$ cat src/rtl/noc_pkg.sv
// Shared NoC definitions: flit type codes, flit layout and injector FSM states.
package noc_pkg;

    localparam logic [1:0] FLIT_HEAD   = 2'b01;
    localparam logic [1:0] FLIT_BODY   = 2'b00;
    localparam logic [1:0] FLIT_TAIL   = 2'b10;
    localparam logic [1:0] FLIT_SINGLE = 2'b11;

    typedef struct packed {
        logic [1:0]  ftype;
        logic [29:0] payload;
    } flit_t;

    typedef enum logic [0:0] {
        ST_IDLE = 1'b0,
        ST_BODY = 1'b1
    } inj_state_e;

    // Tail and single-flit types both close a packet; both have the top type bit set.
    function automatic logic is_pkt_end(input logic [1:0] ftype);
        return ftype[1];
    endfunction

endpackage

$ cat src/rtl/noc_credit_counter.sv
// Per-VC saturating credit counter: starts full, flags a return that arrives while already full.
module noc_credit_counter #(
    parameter int DEPTH = 4,
    parameter int CW    = $clog2(DEPTH + 1)
) (
    input  logic          i_clk,
    input  logic          i_rst,
    input  logic          i_inc,
    input  logic          i_dec,
    output logic [CW-1:0] o_count,
    output logic          o_ovf
);

    localparam logic [CW-1:0] MAX = CW'(DEPTH);

    logic [CW-1:0] r_count;
    logic          w_up;
    logic          w_down;

    // A simultaneous send and return cancel out and can never overflow.
    always_comb begin
        w_up   = i_inc && !i_dec;
        w_down = i_dec && !i_inc;
        o_ovf  = w_up && (r_count == MAX);
    end

    // Credit count update, saturating at both ends.
    always_ff @(posedge i_clk) begin
        if (i_rst) begin
            r_count <= MAX;
        end else if (w_up && (r_count != MAX)) begin
            r_count <= r_count + CW'(1);
        end else if (w_down && (r_count != '0)) begin
            r_count <= r_count - CW'(1);
        end
    end

    assign o_count = r_count;

endmodule

$ cat src/rtl/noc_local_injector.sv
// PE-side flit injector for one NoC local port with per-VC credit tracking.
// Optional NOC_INJ_STATS_EN adds stat_flits / stat_pkts counters.
module noc_local_injector
    import noc_pkg::*;
#(
    parameter int FLIT_WIDTH = 32,
    parameter int VC_NUM     = 2,
    parameter int VC_DEPTH   = 4,
    parameter int CW         = $clog2(VC_DEPTH + 1)
) (
    input  logic                        clk,
    input  logic                        rst,
    input  logic                        in_valid,
    output logic                        in_ready,
    input  logic [FLIT_WIDTH-3:0]       in_data,
    input  logic                        in_last,
    input  logic [$clog2(VC_NUM)-1:0]   in_vc,
    output logic [FLIT_WIDTH-1:0]       local_tx,
    output logic [VC_NUM-1:0]           local_vc_write_tx,
    input  logic [VC_NUM-1:0]           local_incr_rx_vec,
`ifdef NOC_INJ_STATS_EN
    output logic [31:0]                 stat_flits,
    output logic [31:0]                 stat_pkts,
`endif
    output logic                        credit_err
);

    localparam int VW = $clog2(VC_NUM);

    inj_state_e        r_state;
    logic [VW-1:0]     r_cur_vc;
    flit_t             r_tx;
    logic [VC_NUM-1:0] r_vc_write;
    logic              r_credit_err;

    logic [CW-1:0]     w_credit [VC_NUM];
    logic [VC_NUM-1:0] w_dec;
    logic [VC_NUM-1:0] w_ovf;
    logic [VW-1:0]     w_sel_vc;
    logic              w_accept;
    flit_t             w_flit;

    for (genvar v = 0; v < VC_NUM; v++) begin : g_cc
        noc_credit_counter #(.DEPTH(VC_DEPTH), .CW(CW)) u_cc (
            .i_clk   (clk),
            .i_rst   (rst),
            .i_inc   (local_incr_rx_vec[v]),
            .i_dec   (w_dec[v]),
            .o_count (w_credit[v]),
            .o_ovf   (w_ovf[v])
        );
    end

    // The VC is taken from in_vc only on the head word; the ready check uses registered credit.
    always_comb begin
        w_sel_vc = (r_state == ST_BODY) ? r_cur_vc : in_vc;
        in_ready = (w_credit[w_sel_vc] != '0);
        w_accept = in_valid && in_ready;
        w_dec    = '0;
        if (w_accept) begin
            w_dec[w_sel_vc] = 1'b1;
        end else begin
            w_dec = '0;
        end
        w_flit.payload = in_data;
        case (r_state)
            ST_IDLE: w_flit.ftype = in_last ? FLIT_SINGLE : FLIT_HEAD;
            ST_BODY: w_flit.ftype = in_last ? FLIT_TAIL : FLIT_BODY;
            default: w_flit.ftype = FLIT_SINGLE;
        endcase
    end

    // Framing FSM with registered flit, strobe and sticky credit error.
    always_ff @(posedge clk) begin
        if (rst) begin
            r_state      <= ST_IDLE;
            r_cur_vc     <= '0;
            r_tx         <= '0;
            r_vc_write   <= '0;
            r_credit_err <= 1'b0;
        end else begin
            r_vc_write   <= w_dec;
            r_credit_err <= r_credit_err | (|w_ovf);
            if (w_accept) begin
                r_tx <= w_flit;
                case (r_state)
                    ST_IDLE: begin
                        if (!in_last) begin
                            r_state  <= ST_BODY;
                            r_cur_vc <= in_vc;
                        end
                    end
                    ST_BODY: begin
                        if (in_last) begin
                            r_state <= ST_IDLE;
                        end
                    end
                    default: r_state <= ST_IDLE;
                endcase
            end
        end
    end

    assign local_tx          = r_tx;
    assign local_vc_write_tx = r_vc_write;
    assign credit_err        = r_credit_err;

`ifdef NOC_INJ_STATS_EN
    logic [31:0] r_stat_flits;
    logic [31:0] r_stat_pkts;

    // Traffic counters advance on the same edge that registers the flit.
    always_ff @(posedge clk) begin
        if (rst) begin
            r_stat_flits <= 32'd0;
            r_stat_pkts  <= 32'd0;
        end else if (w_accept) begin
            r_stat_flits <= r_stat_flits + 32'd1;
            r_stat_pkts  <= r_stat_pkts + {31'd0, is_pkt_end(w_flit.ftype)};
        end
    end

    assign stat_flits = r_stat_flits;
    assign stat_pkts  = r_stat_pkts;
`endif

endmodule

$ cat config.mk
export PLATFORM = sky130hd
export DESIGN_NAME = noc_local_injector
export DESIGN_NICKNAME = d
export VERILOG_FILES = /design/src/rtl/noc_pkg.sv /design/src/rtl/noc_credit_counter.sv /design/src/rtl/noc_local_injector.sv
export SDC_FILE = /design/constraint.sdc
export NUM_CORES = 1
export LEC_CHECK = 0
export CAP_MARGIN = 20
export CORE_ASPECT_RATIO = 0.8
export CORE_MARGIN = 5
export CORE_UTILIZATION = 35
export CTS_BUF_LIST = sky130_fd_sc_hd__clkbuf_2 sky130_fd_sc_hd__clkbuf_4 sky130_fd_sc_hd__clkbuf_8
export DETAILED_ROUTE_END_ITERATION = 10
export HOLD_SLACK_MARGIN = 0.03
export PLACE_DENSITY = 0.66
export SYNTH_ARGS = -nofsm -noshare
export SYNTH_HDL_FRONTEND = slang
export SYNTH_SLANG_ARGS = --single-unit
$ cat constraint.sdc
create_clock -name clk -period 2.5 [get_ports clk]
set_clock_uncertainty 0.15 [all_clocks]
set_input_delay 0.375 -clock clk [delete_from_list [all_inputs] [get_ports clk]]
set_output_delay 0.375 -clock clk [all_outputs]
set_load 0.02 [all_outputs]
After elaboration in Yosys (flattened, before gate mapping)
Cells that the tools add are included.
{"block": "totals", "regBits": 43, "latchBits": 0, "ramBits": 0, "romBits": 0, "input_bits": 37, "out_inout_bits": 36, "n_memories": 0}
{"block": "classes", "n_addsub": 4, "multipliers": 0, "n_div": 0, "order_cmp": 3, "n_eq_ne": 4, "shifts": 0, "n_mux": 15, "bitwise": 4, "reduce_logical": 23}
{"cell": "3-bit 2-to-1 mux", "n": 7}
{"cell": "1-bit logical AND", "n": 12}
{"cell": "3-bit nonzero test", "n": 3}
{"cell": "3-bit by 1-bit adder with 3-bit output (second input constant)", "n": 2}
{"cell": "3-bit equality test (second input constant)", "n": 2}
{"cell": "2-bit 2-to-1 mux", "n": 3}
{"cell": "3-bit != test (second input constant)", "n": 2}
{"cell": "3-bit by 1-bit subtractor with 3-bit output (second input constant)", "n": 2}
{"cell": "1-bit logical NOT", "n": 4}
{"cell": "2-bit case mux with 2 select lines", "n": 1}
{"cell": "2-bit nonzero test", "n": 2}
{"cell": "1-bit 2-to-1 mux", "n": 3}
{"cell": "3-bit AND reduction", "n": 1}
{"cell": "2-bit >= comparator (second input constant)", "n": 1}
{"cell": "1-bit by 2-bit < comparator with 1-bit output (second input constant)", "n": 1}
{"cell": "1-bit inverter", "n": 2}
{"cell": "1-bit inverter with 2-bit output", "n": 1}
{"cell": "2-bit OR reduction", "n": 1}
{"cell": "1-bit demux with 1-bit select", "n": 1}
{"cell": "1-bit >= comparator (second input constant)", "n": 1}
{"cell": "1-bit OR", "n": 1}

Depth between registers and ports, before layout
Gate-level depths: netlist of the first run.
{"block": "depth", "ltp_word": 13, "mapped_depth": 8}

Modules after synthesis
A second synthesis of the first run with hierarchy kept.
{"block": "unflattened", "hier_cells": 219, "area_unflattened_um2": 1954.4}
{"mod": "noc_local_injector", "instances": 1, "cells_per_inst": 173, "area_per_inst_um2": 1531.5, "seq_area_each_um2": 740.7}
{"mod": "noc_credit_counter", "instances": 2, "cells_per_inst": 23, "area_per_inst_um2": 211.5, "seq_area_each_um2": 60.1}

Worst setup path before layout of the first run
Ideal clock, no wire load.
{"block": "synth_path", "path_type": "register to register", "startpoint": "reg r_state", "endpoint": "reg g_cc[1].u_cc.r_count[2]", "setup_time_ns": 0.129, "t_arrival_ns": 1.972, "t_required_ns": 2.221, "slack_ns": 0.249, "stages_incl_launch_ff": 7, "path_buffers": 0, "synth_period_minus_slack_ns": 2.251, "path_cell_list": "dfxtp_1 mux2i_1 o211ai_1 fa_1 o41ai_1 a31o_2 o211ai_1"}
{"block": "synth_between", "elab_chain_len": 12, "elab_cells_between_ends": 20, "classes_between": "order compare: 2; mux: 8; bitwise: 1; reduce/logical: 9"}
{"element": "from (decl)", "line": "noc_local_injector.sv:30", "source": "inj_state_e r_state;"}
{"element": "from (signal assigned)", "line": "noc_local_injector.sv:76", "source": "r_state <= ST_IDLE;"}
{"element": "from (signal assigned)", "line": "noc_local_injector.sv:89", "source": "r_state <= ST_BODY;"}
{"element": "from (signal assigned)", "line": "noc_local_injector.sv:95", "source": "r_state <= ST_IDLE;"}
{"element": "1-bit 2-to-1 mux (*)", "line": "noc_local_injector.sv:56", "source": "w_sel_vc = (r_state == ST_BODY) ? r_cur_vc : in_vc;"}
{"element": "1-bit inverter with 2-bit output (implied by the code)", "line": "noc_local_injector.sv:57", "source": "in_ready = (w_credit[w_sel_vc] != '0);"}
{"element": "3-bit 2-to-1 mux (implied by the code) (3 in series)", "line": "noc_local_injector.sv:57"}
{"element": "3-bit nonzero test", "line": "noc_local_injector.sv:57"}
{"element": "1-bit logical AND", "line": "noc_local_injector.sv:58", "source": "w_accept = in_valid && in_ready;"}
{"element": "2-bit 2-to-1 mux (*)", "line": "noc_local_injector.sv:60", "source": "if (w_accept) begin"}
{"element": "1-bit logical NOT", "line": "noc_credit_counter.sv:22", "source": "w_up = i_inc && !i_dec;"}
{"element": "1-bit logical AND", "line": "noc_credit_counter.sv:22"}
{"element": "1-bit logical AND", "line": "noc_credit_counter.sv:31", "source": "end else if (w_up && (r_count != MAX)) begin"}
{"element": "3-bit 2-to-1 mux or 2-bit nonzero test (tied branches)"}
{"element": "to (signal assigned)", "line": "noc_credit_counter.sv:32", "source": "r_count <= r_count + CW'(1);"}
{"element": "to (signal assigned)", "line": "noc_credit_counter.sv:34", "source": "r_count <= r_count - CW'(1);"}
{"element": "to (decl)", "line": "noc_credit_counter.sv:16", "source": "logic [CW-1:0] r_count;"}
Mark *: on every way between the ends. The rest lies on a longest branch, timed or not. The select of a mux whose other input is x is not followed.
A chain may end at the register's enable or synchronous reset.

Worst setup path in the final report of the first run
{"block": "layout_path", "startpoint": "in in_vc", "endpoint": "out in_ready"}
{"block": "layout_between", "elab_chain_len": 6}
{"element": "from (decl)", "line": "noc_local_injector.sv:17", "source": "input logic [$clog2(VC_NUM)-1:0] in_vc,"}
{"element": "1-bit 2-to-1 mux", "line": "noc_local_injector.sv:56"}
{"element": "1-bit inverter with 2-bit output (implied by the code)", "line": "noc_local_injector.sv:57"}
{"element": "3-bit 2-to-1 mux (implied by the code) (3 in series)", "line": "noc_local_injector.sv:57"}
{"element": "3-bit nonzero test", "line": "noc_local_injector.sv:57"}
{"element": "to (decl)", "line": "noc_local_injector.sv:14", "source": "output logic in_ready,"}
No other way between the ends. The select of a mux whose other input is x is not followed.

==> results of run 1 <==
final cells by class:
cell class	instances	area, µm²	share of cell area
clock buffers	6	82.6	0.0295
clock inverters	1	5.00	0.00179
inverters	2	10.0	0.00357
multi-input cells	157	923	0.329
flip-flops and latches	43	861	0.307
well taps	65	81.3	0.0290
repair buffers	88	840	0.300
metal layers:
| layer | vias up | track usage | share of wire |
|---|---|---|---|
| li1 | 964 | - | - |
| met1 | 882 | 0.192 | 0.45 |
| met2 | 65 | 0.247 | 0.44 |
| met3 | 7 | 0.0731 | 0.10 |
| met4 | 0 | 0.0395 | 0.0086 |
| met5 | - | 0 | 0 |
sequential cells by signal, summed over array words and instances, names as in the netlist:
register           flops
local_vc_write_tx      2
credit_err             1
r_state                1
g_cc.u_cc.o_count      6
local_tx              32
r_cur_vc               1
power by group:
part           switching [mW]  internal [mW]
registers               0.108          0.798
logic                   0.488          0.434
clock network           0.224          0.217
total                   0.820           1.45
worst paths after layout:
kind / startpoint / end / slack (ns) / depth (start not counted)
hold reg to reg: local_tx[3] / local_tx[3] / 0.33 / 2
setup reg to reg: r_state / g_cc[1].u_cc.o_count[2] / 0.21 / 6
setup / recovery: in_vc / in_ready / 0.13 / 5
hold / removal: local_tx[3] / local_tx[3] / 0.33 / 2
cells in the final DEF (no fill, tap or decap), types with 2 or more instances in the layout:
cell type / netlist / layout
sky130_fd_sc_hd__nand4_1: 2 / 2
sky130_fd_sc_hd__nor2_1: 7 / 7
sky130_fd_sc_hd__a21oi_1: 37 / 37
sky130_fd_sc_hd__nand3_1: 32 / 32
sky130_fd_sc_hd__a31o_2: 2 / 2
sky130_fd_sc_hd__nor3_1: 4 / 4
sky130_fd_sc_hd__o41ai_1: 2 / 2
sky130_fd_sc_hd__buf_4: 0 / 16
sky130_fd_sc_hd__nand2_1: 5 / 5
sky130_fd_sc_hd__nand2b_1: 4 / 4
sky130_fd_sc_hd__clkbuf_8: 0 / 6
sky130_fd_sc_hd__mux2_4: 2 / 2
sky130_fd_sc_hd__a31oi_1: 2 / 2
sky130_fd_sc_hd__fa_1: 2 / 2
sky130_fd_sc_hd__o32ai_1: 2 / 2
sky130_fd_sc_hd__o21ai_0: 24 / 24
sky130_fd_sc_hd__dfxtp_1: 43 / 43
sky130_fd_sc_hd__clkdlybuf4s50_1: 0 / 71
sky130_fd_sc_hd__o211ai_1: 4 / 4
sky130_fd_sc_hd__o21ai_1: 10 / 10
per-stage QoR:
| step | setup slack, ns | TNS [ns] | util | std cells | total power [mW] |
|---|---|---|---|---|---|
| 2_1_floorplan | 0.249 | 0 | - | 222 | 1.51 |
| 3_3_place_gp | -0.125 | -0.217 | 0.507 | 355 | 1.83 |
| 3_5_place_dp | -0.140 | -0.321 | 0.507 | 355 | 1.85 |
| 4_1_cts | 0.140 | 0 | 0.524 | 362 | 2.30 |
| 5_1_grt | 0.00720 | 0 | 0.524 | 362 | 2.44 |
| 6_report | 0.134 | 0 | 0.524 | 362 | 2.27 |
repair_timing:
| action | in CTS | in global routing |
|---|---|---|
| setup endpoints to repair | 1 | 1 |
| resized for setup | 1 | 1 |
| setup buffers | 0 | 0 |
| hold endpoints to repair | 0 | 0 |
cells by family after synthesis:
| group | after synthesis |
|---|---|
| DFF | 43 |
| AOI/OAI and AO/OA | 89 |
| buffers and inverters | 22 |
| muxes | 5 |
| and+or+nand+nor | 59 |
| xor gates and xnor gates | 2 |
| adders and majority gates | 2 |
worst max-delay path: stages:
cell                              delay (ns)
sky130_fd_sc_hd__clkdlybuf4s50_1        0.45
sky130_fd_sc_hd__mux2_4                 0.30
sky130_fd_sc_hd__mux2_4                 0.33
sky130_fd_sc_hd__inv_4                  0.06
sky130_fd_sc_hd__dlygate4sd2_1          0.32
==> run_summary.xml, run 1 <==
<?xml version="1.0" encoding="UTF-8"?>
<metrics>
  <group name="status">
    <metric name="run_status" unit="">finished, final reports clean</metric>
  </group>
  <group name="grt">
    <metric name="grt_antenna_before_repair" unit="">0</metric>
    <metric name="grt_usage" unit="">0.155</metric>
    <metric name="first_global_vias" unit="">1798</metric>
    <metric name="grt_pass1_wl" unit="mm">8.72</metric>
    <metric name="grt_overflow" unit="">0</metric>
    <metric name="grt_max_degree" unit="">35</metric>
  </group>
  <group name="route">
    <metric name="detail_route.iter0.violations" unit="">58</metric>
    <metric name="drt_first_pass_iters" unit="">4</metric>
    <metric name="wire_per_inst" unit="µm">14.8</metric>
    <metric name="drt-total-wl" unit="mm">5.36</metric>
    <metric name="vias" unit="">1918</metric>
    <metric name="ant_nets" unit="">0</metric>
    <metric name="drc" unit="">0</metric>
    <metric name="avgViaCountPerCell" unit="">5.30</metric>
  </group>
  <group name="logic_synthesis">
    <metric name="cell_area_after_synthesis" unit="mm²">0.00189</metric>
    <metric name="asyncSetResetFlopFracSynth" unit="">0</metric>
    <metric name="synth_compound_gate_area_share" unit="">0.265</metric>
    <metric name="synth_most_common_cell" unit="">sky130_fd_sc_hd__dfxtp_1</metric>
    <metric name="synth.ff_latch_count" unit="">43</metric>
    <metric name="synth.area.top_cells" unit="">sky130_fd_sc_hd__dfxtp_1 (46%), sky130_fd_sc_hd__a21oi_1 (9.8%), sky130_fd_sc_hd__nand3_1 (8.5%)</metric>
    <metric name="synth_largest_type_area_fraction" unit="">0.455</metric>
    <metric name="syn-num-nets" unit="">261</metric>
    <metric name="synthMuxAreaShare" unit="">0.0324</metric>
    <metric name="synth_top_cell_by_area" unit="">sky130_fd_sc_hd__dfxtp_1</metric>
    <metric name="netlist_instances" unit="">222</metric>
    <metric name="dominantRegCellSynth" unit="">sky130_fd_sc_hd__dfxtp_1</metric>
    <metric name="yosys.area_share.adder" unit="">0.0212</metric>
    <metric name="synth_top_family_by_area" unit="">compound AO/OA/AOI/OAI gates</metric>
    <metric name="syn_avg_cell_area" unit="µm²">8.52</metric>
    <metric name="synth_sequential_area_ratio" unit="">0.455</metric>
    <metric name="synth.top_cells.by_count" unit="">sky130_fd_sc_hd__dfxtp_1 (43), sky130_fd_sc_hd__a21oi_1 (37), sky130_fd_sc_hd__nand3_1 (32)</metric>
    <metric name="post_synth_and_or_nand_nor_area_fraction" unit="">0.158</metric>
    <metric name="synth-xor-area-share" unit="">0.00927</metric>
    <metric name="yosys_warnings" unit="">0</metric>
    <metric name="synth-edff-count" unit="">0</metric>
    <metric name="yosys.cell_types.count" unit="">38</metric>
  </group>
  <group name="sta">
    <metric name="slew_viol_final" unit="">0</metric>
    <metric name="layout_min_cycle_time" unit="ns">2.37</metric>
    <metric name="timing.final.setup_violations" unit="">0</metric>
    <metric name="rsz0062_at_grt" unit="">no</metric>
    <metric name="period_share" unit="">0.946</metric>
    <metric name="worst_hold_slack" unit="ns">0.327</metric>
    <metric name="timing.slew.headroom" unit="">0.684</metric>
    <metric name="finalHoldViolCount" unit="">0</metric>
    <metric name="achievable_frequency" unit="MHz">423</metric>
    <metric name="tightestPinTransition" unit="ns">0.473</metric>
  </group>
  <group name="power">
    <metric name="vdd.ir_drop.worst" unit="mV">0.491</metric>
    <metric name="power-per-cell-area" unit="mW/mm²">810</metric>
    <metric name="static-leakage-power" unit="nW">1.01</metric>
  </group>
  <group name="critical_path">
    <metric name="timing_worst_setup_path_type" unit="">in2out</metric>
    <metric name="worstPathRequired" unit="ns">1.98</metric>
    <metric name="critical_path_arrival" unit="ns">1.84</metric>
    <metric name="worstSetupEndpointType" unit="">primary output</metric>
    <metric name="worst_setup_path_start_kind" unit="">input port</metric>
    <metric name="timing.critical_path.fanout_max" unit="">3</metric>
  </group>
  <group name="placement">
    <metric name="postPlaceCellArea" unit="mm²">0.00271</metric>
    <metric name="detailedPlacementHpwl" unit="mm">3.80</metric>
    <metric name="place.gp.congestion" unit="">0.837</metric>
    <metric name="port_buf_inserts" unit="">72</metric>
  </group>
  <group name="cells_and_area">
    <metric name="nNetsFinal" unit="">336</metric>
    <metric name="count_of_antenna_diodes_in_the_layout" unit="">0</metric>
    <metric name="syn2layout_area_growth" unit="%">48.2</metric>
    <metric name="share_of_post_route_cells_with_drive_strength_above_1" unit="">0.101</metric>
    <metric name="n_fill_cell" unit="">527</metric>
    <metric name="fin_area" unit="mm²">0.00280</metric>
  </group>
  <group name="cts">
    <metric name="cts_num_sinks" unit="">43</metric>
    <metric name="clock_path_buffers" unit="">2</metric>
    <metric name="clock_tree.root_cell" unit="">sky130_fd_sc_hd__clkbuf_8</metric>
    <metric name="clkTransAtPathRegs" unit="ns">0.08</metric>
    <metric name="clock_tree.htree_level_count" unit="">2</metric>
    <metric name="cts_made_buffers" unit="">5</metric>
    <metric name="hold_buffers" unit="">0</metric>
    <metric name="cts_tree" unit="">done</metric>
    <metric name="worst_skew_pair.late_latency" unit="ns">0.28</metric>
  </group>
  <group name="floorplan">
    <metric name="die_span_in_x" unit="µm">92.2</metric>
    <metric name="dieArea" unit="mm²">0.00698</metric>
    <metric name="die_h" unit="µm">75.7</metric>
    <metric name="ioPinCount" unit="">73</metric>
    <metric name="floorplan.core_area" unit="mm²">0.00535</metric>
    <metric name="number_of_core_rows" unit="">24</metric>
    <metric name="start_util" unit="">0.354</metric>
  </group>
  <group name="run">
    <metric name="cap_viol_max_count" unit="">0</metric>
  </group>
  <group name="hold_path">
    <metric name="min-delay-path-class" unit="">reg2reg</metric>
  </group>
</metrics>
(Power assumes the default switching activity.)
==> run 2: changes to the inputs <==
==> constraint.sdc (replaced) <==
create_clock -name clk -period 2.5 [get_ports clk]
set_clock_uncertainty 0.15 [all_clocks]
set_input_delay 0.25 -clock clk [delete_from_list [all_inputs] [get_ports clk]]
set_output_delay 0.25 -clock clk [all_outputs]
set_load 0.02 [all_outputs]
==> run_summary.xml, run 2 (synthesized netlist as in run 1, its figures left out) <==
<?xml version="1.0" encoding="UTF-8"?>
<metrics>
  <group name="critical_path">
    <metric name="worst_setup_path_start_kind" unit="">flip-flop</metric>
    <metric name="worstPathRequired" unit="ns">2.10</metric>
    <metric name="critPathMostFrequentCell" unit="">sky130_fd_sc_hd__mux2_4</metric>
    <metric name="timing.critical_path.max_delay_family" unit="">buffers and inverters</metric>
    <metric name="crit_path_cell_trace" unit="">mux2_4, mux2_4, inv_4, clkdlybuf4s50_1</metric>
    <metric name="cp.buffers_inverters" unit="">2</metric>
    <metric name="timing_worst_setup_path_type" unit="">reg2out</metric>
    <metric name="timing.critical_path.slowest_cell_delay" unit="ns">0.60</metric>
    <metric name="timing.critical_path.fanout_max" unit="">6</metric>
    <metric name="timing.critical_path.slowest_stage_cell" unit="">sky130_fd_sc_hd__clkdlybuf4s50_1</metric>
    <metric name="critical_path_arrival" unit="ns">2.00</metric>
    <metric name="worstSetupEndpointType" unit="">primary output</metric>
  </group>
  <group name="floorplan">
    <metric name="start_util" unit="">0.354</metric>
    <metric name="die_span_in_x" unit="µm">92.2</metric>
    <metric name="dieArea" unit="mm²">0.00698</metric>
    <metric name="ioPinCount" unit="">73</metric>
    <metric name="floorplan.core_area" unit="mm²">0.00535</metric>
    <metric name="number_of_core_rows" unit="">24</metric>
    <metric name="die_h" unit="µm">75.7</metric>
  </group>
  <group name="sta">
    <metric name="timing.final.setup_violations" unit="">0</metric>
    <metric name="finalHoldViolCount" unit="">0</metric>
    <metric name="rsz0062_at_grt" unit="">no</metric>
    <metric name="slew_viol_final" unit="">0</metric>
    <metric name="achievable_frequency" unit="MHz">416</metric>
    <metric name="layout_min_cycle_time" unit="ns">2.40</metric>
    <metric name="period_share" unit="">0.962</metric>
    <metric name="timing.slew.headroom" unit="">0.663</metric>
    <metric name="final.setup.tns" unit="ns">0</metric>
    <metric name="tightestPinTransition" unit="ns">0.501</metric>
  </group>
  <group name="cts">
    <metric name="cts_num_sinks" unit="">43</metric>
    <metric name="clock_path_buffers" unit="">2</metric>
    <metric name="clock_tree.root_cell" unit="">sky130_fd_sc_hd__clkbuf_8</metric>
    <metric name="cts_tree" unit="">done</metric>
    <metric name="hold_buffers" unit="">0</metric>
    <metric name="clock_tree.htree_level_count" unit="">2</metric>
    <metric name="clkTransAtPathRegs" unit="ns">0.08</metric>
    <metric name="worst_skew_pair.late_latency" unit="ns">0.29</metric>
    <metric name="cts_made_buffers" unit="">5</metric>
  </group>
  <group name="placement">
    <metric name="port_buf_inserts" unit="">72</metric>
    <metric name="place.gp.congestion" unit="">0.873</metric>
    <metric name="postPlaceCellArea" unit="mm²">0.00268</metric>
    <metric name="detailedPlacementHpwl" unit="mm">3.62</metric>
  </group>
  <group name="cells_and_area">
    <metric name="nNetsFinal" unit="">332</metric>
    <metric name="layout_common_cells" unit="">sky130_fd_sc_hd__clkdlybuf4s50_1 (72), sky130_fd_sc_hd__dfxtp_1 (42), sky130_fd_sc_hd__a21oi_1 (37), sky130_fd_sc_hd__nand3_1 (32), sky130_fd_sc_hd__o21ai_0 (24)</metric>
    <metric name="share_of_post_route_cells_with_drive_strength_above_1" unit="">0.0918</metric>
    <metric name="fin_area" unit="mm²">0.00277</metric>
    <metric name="syn2layout_area_growth" unit="%">46.4</metric>
    <metric name="count_of_antenna_diodes_in_the_layout" unit="">0</metric>
    <metric name="max_reg_flops" unit="">32</metric>
    <metric name="leading_cell_type_in_the_layout_fill_and_taps_excluded" unit="">sky130_fd_sc_hd__clkdlybuf4s50_1</metric>
  </group>
  <group name="power">
    <metric name="power-per-cell-area" unit="mW/mm²">812</metric>
    <metric name="static-leakage-power" unit="nW">0.993</metric>
    <metric name="power.share.sequential" unit="">0.404</metric>
    <metric name="net-switching-power" unit="mW">0.826</metric>
    <metric name="vdd.ir_drop.worst" unit="mV">0.630</metric>
    <metric name="clock_power_share" unit="">0.191</metric>
    <metric name="power.share.combinational" unit="">0.405</metric>
    <metric name="p_int" unit="mW">1.42</metric>
    <metric name="netSwitchingFraction" unit="">0.368</metric>
  </group>
  <group name="grt">
    <metric name="grt_usage" unit="">0.155</metric>
    <metric name="grt_max_degree" unit="">40</metric>
    <metric name="first_global_vias" unit="">1788</metric>
    <metric name="grt_pass1_wl" unit="mm">8.55</metric>
    <metric name="grt_overflow" unit="">0</metric>
    <metric name="grt_antenna_before_repair" unit="">0</metric>
  </group>
  <group name="hold_path">
    <metric name="min-delay-path-class" unit="">reg2reg</metric>
  </group>
  <group name="route">
    <metric name="detail_route.iter0.violations" unit="">66</metric>
    <metric name="drc" unit="">0</metric>
    <metric name="drt_first_pass_iters" unit="">4</metric>
    <metric name="vias" unit="">1874</metric>
    <metric name="ant_nets" unit="">0</metric>
    <metric name="avgViaCountPerCell" unit="">5.22</metric>
    <metric name="wire_per_inst" unit="µm">14.7</metric>
    <metric name="drt-total-wl" unit="mm">5.27</metric>
  </group>
  <group name="status">
    <metric name="run_status" unit="">finished, final reports clean</metric>
  </group>
  <group name="run">
    <metric name="cap_viol_max_count" unit="">0</metric>
  </group>
</metrics>
## run 2: through the flow
stage               setup slack, ns  power, mW  hold slack [ns]  std cells  utilization
floorplan                     0.249       1.51            0.248        222            -
global placement             0.0821       1.83            0.311        351        0.502
detailed placement           0.0118       1.84            0.317        351        0.502
CTS                          0.0219       2.26            0.327        359        0.518
global route                 0.0346       2.41            0.347        359        0.518
finish                       0.0951       2.25            0.326        359        0.518
## run 2: area by class of cell
type                            count  area, µm²
Clock buffer                        5       68.8
Clock inverter                      3       15.0
Fill cell                         534       2580
Inverter                            2       10.0
Multi-Input combinational cell    157        920
Sequential cell                    43        862
Tap cell                           65       81.3
Timing Repair Buffer               84        811
## run 2: final timing paths
kind / from / endpoint / slack, ns / cells past startpoint
max: r_state / in_ready / 0.1 / 4
min: local_tx[4] / local_tx[4] / 0.33 / 2
max reg2reg: r_state / g_cc[1].u_cc.o_count[2] / 0.23 / 6
min reg2reg: local_tx[4] / local_tx[4] / 0.33 / 2
## run 2: per-layer routing
layer	track usage	share of wire	vias to the layer above
li1	-	-	957
met1	0.198	0.46	852
met2	0.231	0.42	57
met3	0.0829	0.10	8
met4	0.0445	0.014	0
met5	0	0	-
## run 2: tightest hold or removal path: stages (launching register included)
cell	delay, ns
sky130_fd_sc_hd__dfxtp_1	0.31
sky130_fd_sc_hd__o21ai_0	0.06
sky130_fd_sc_hd__a21oi_1	0.06
## run 2: repair_timing
action	CTS	global route
gates resized for setup	0	1
setup buffers	0	0
endpoints found under the setup margin	0	1
hold endpoints to repair	0	0
## run 2: power groups by stage
stage	sequential [mW]	combinational (mW)	clock, mW
after floorplan	0.986	0.521	0
after CTS	0.908	0.918	0.438
final	0.907	0.910	0.429
after global placement	0.919	0.908	0
after detailed placement	0.922	0.916	0
after global routing	0.927	1.01	0.474
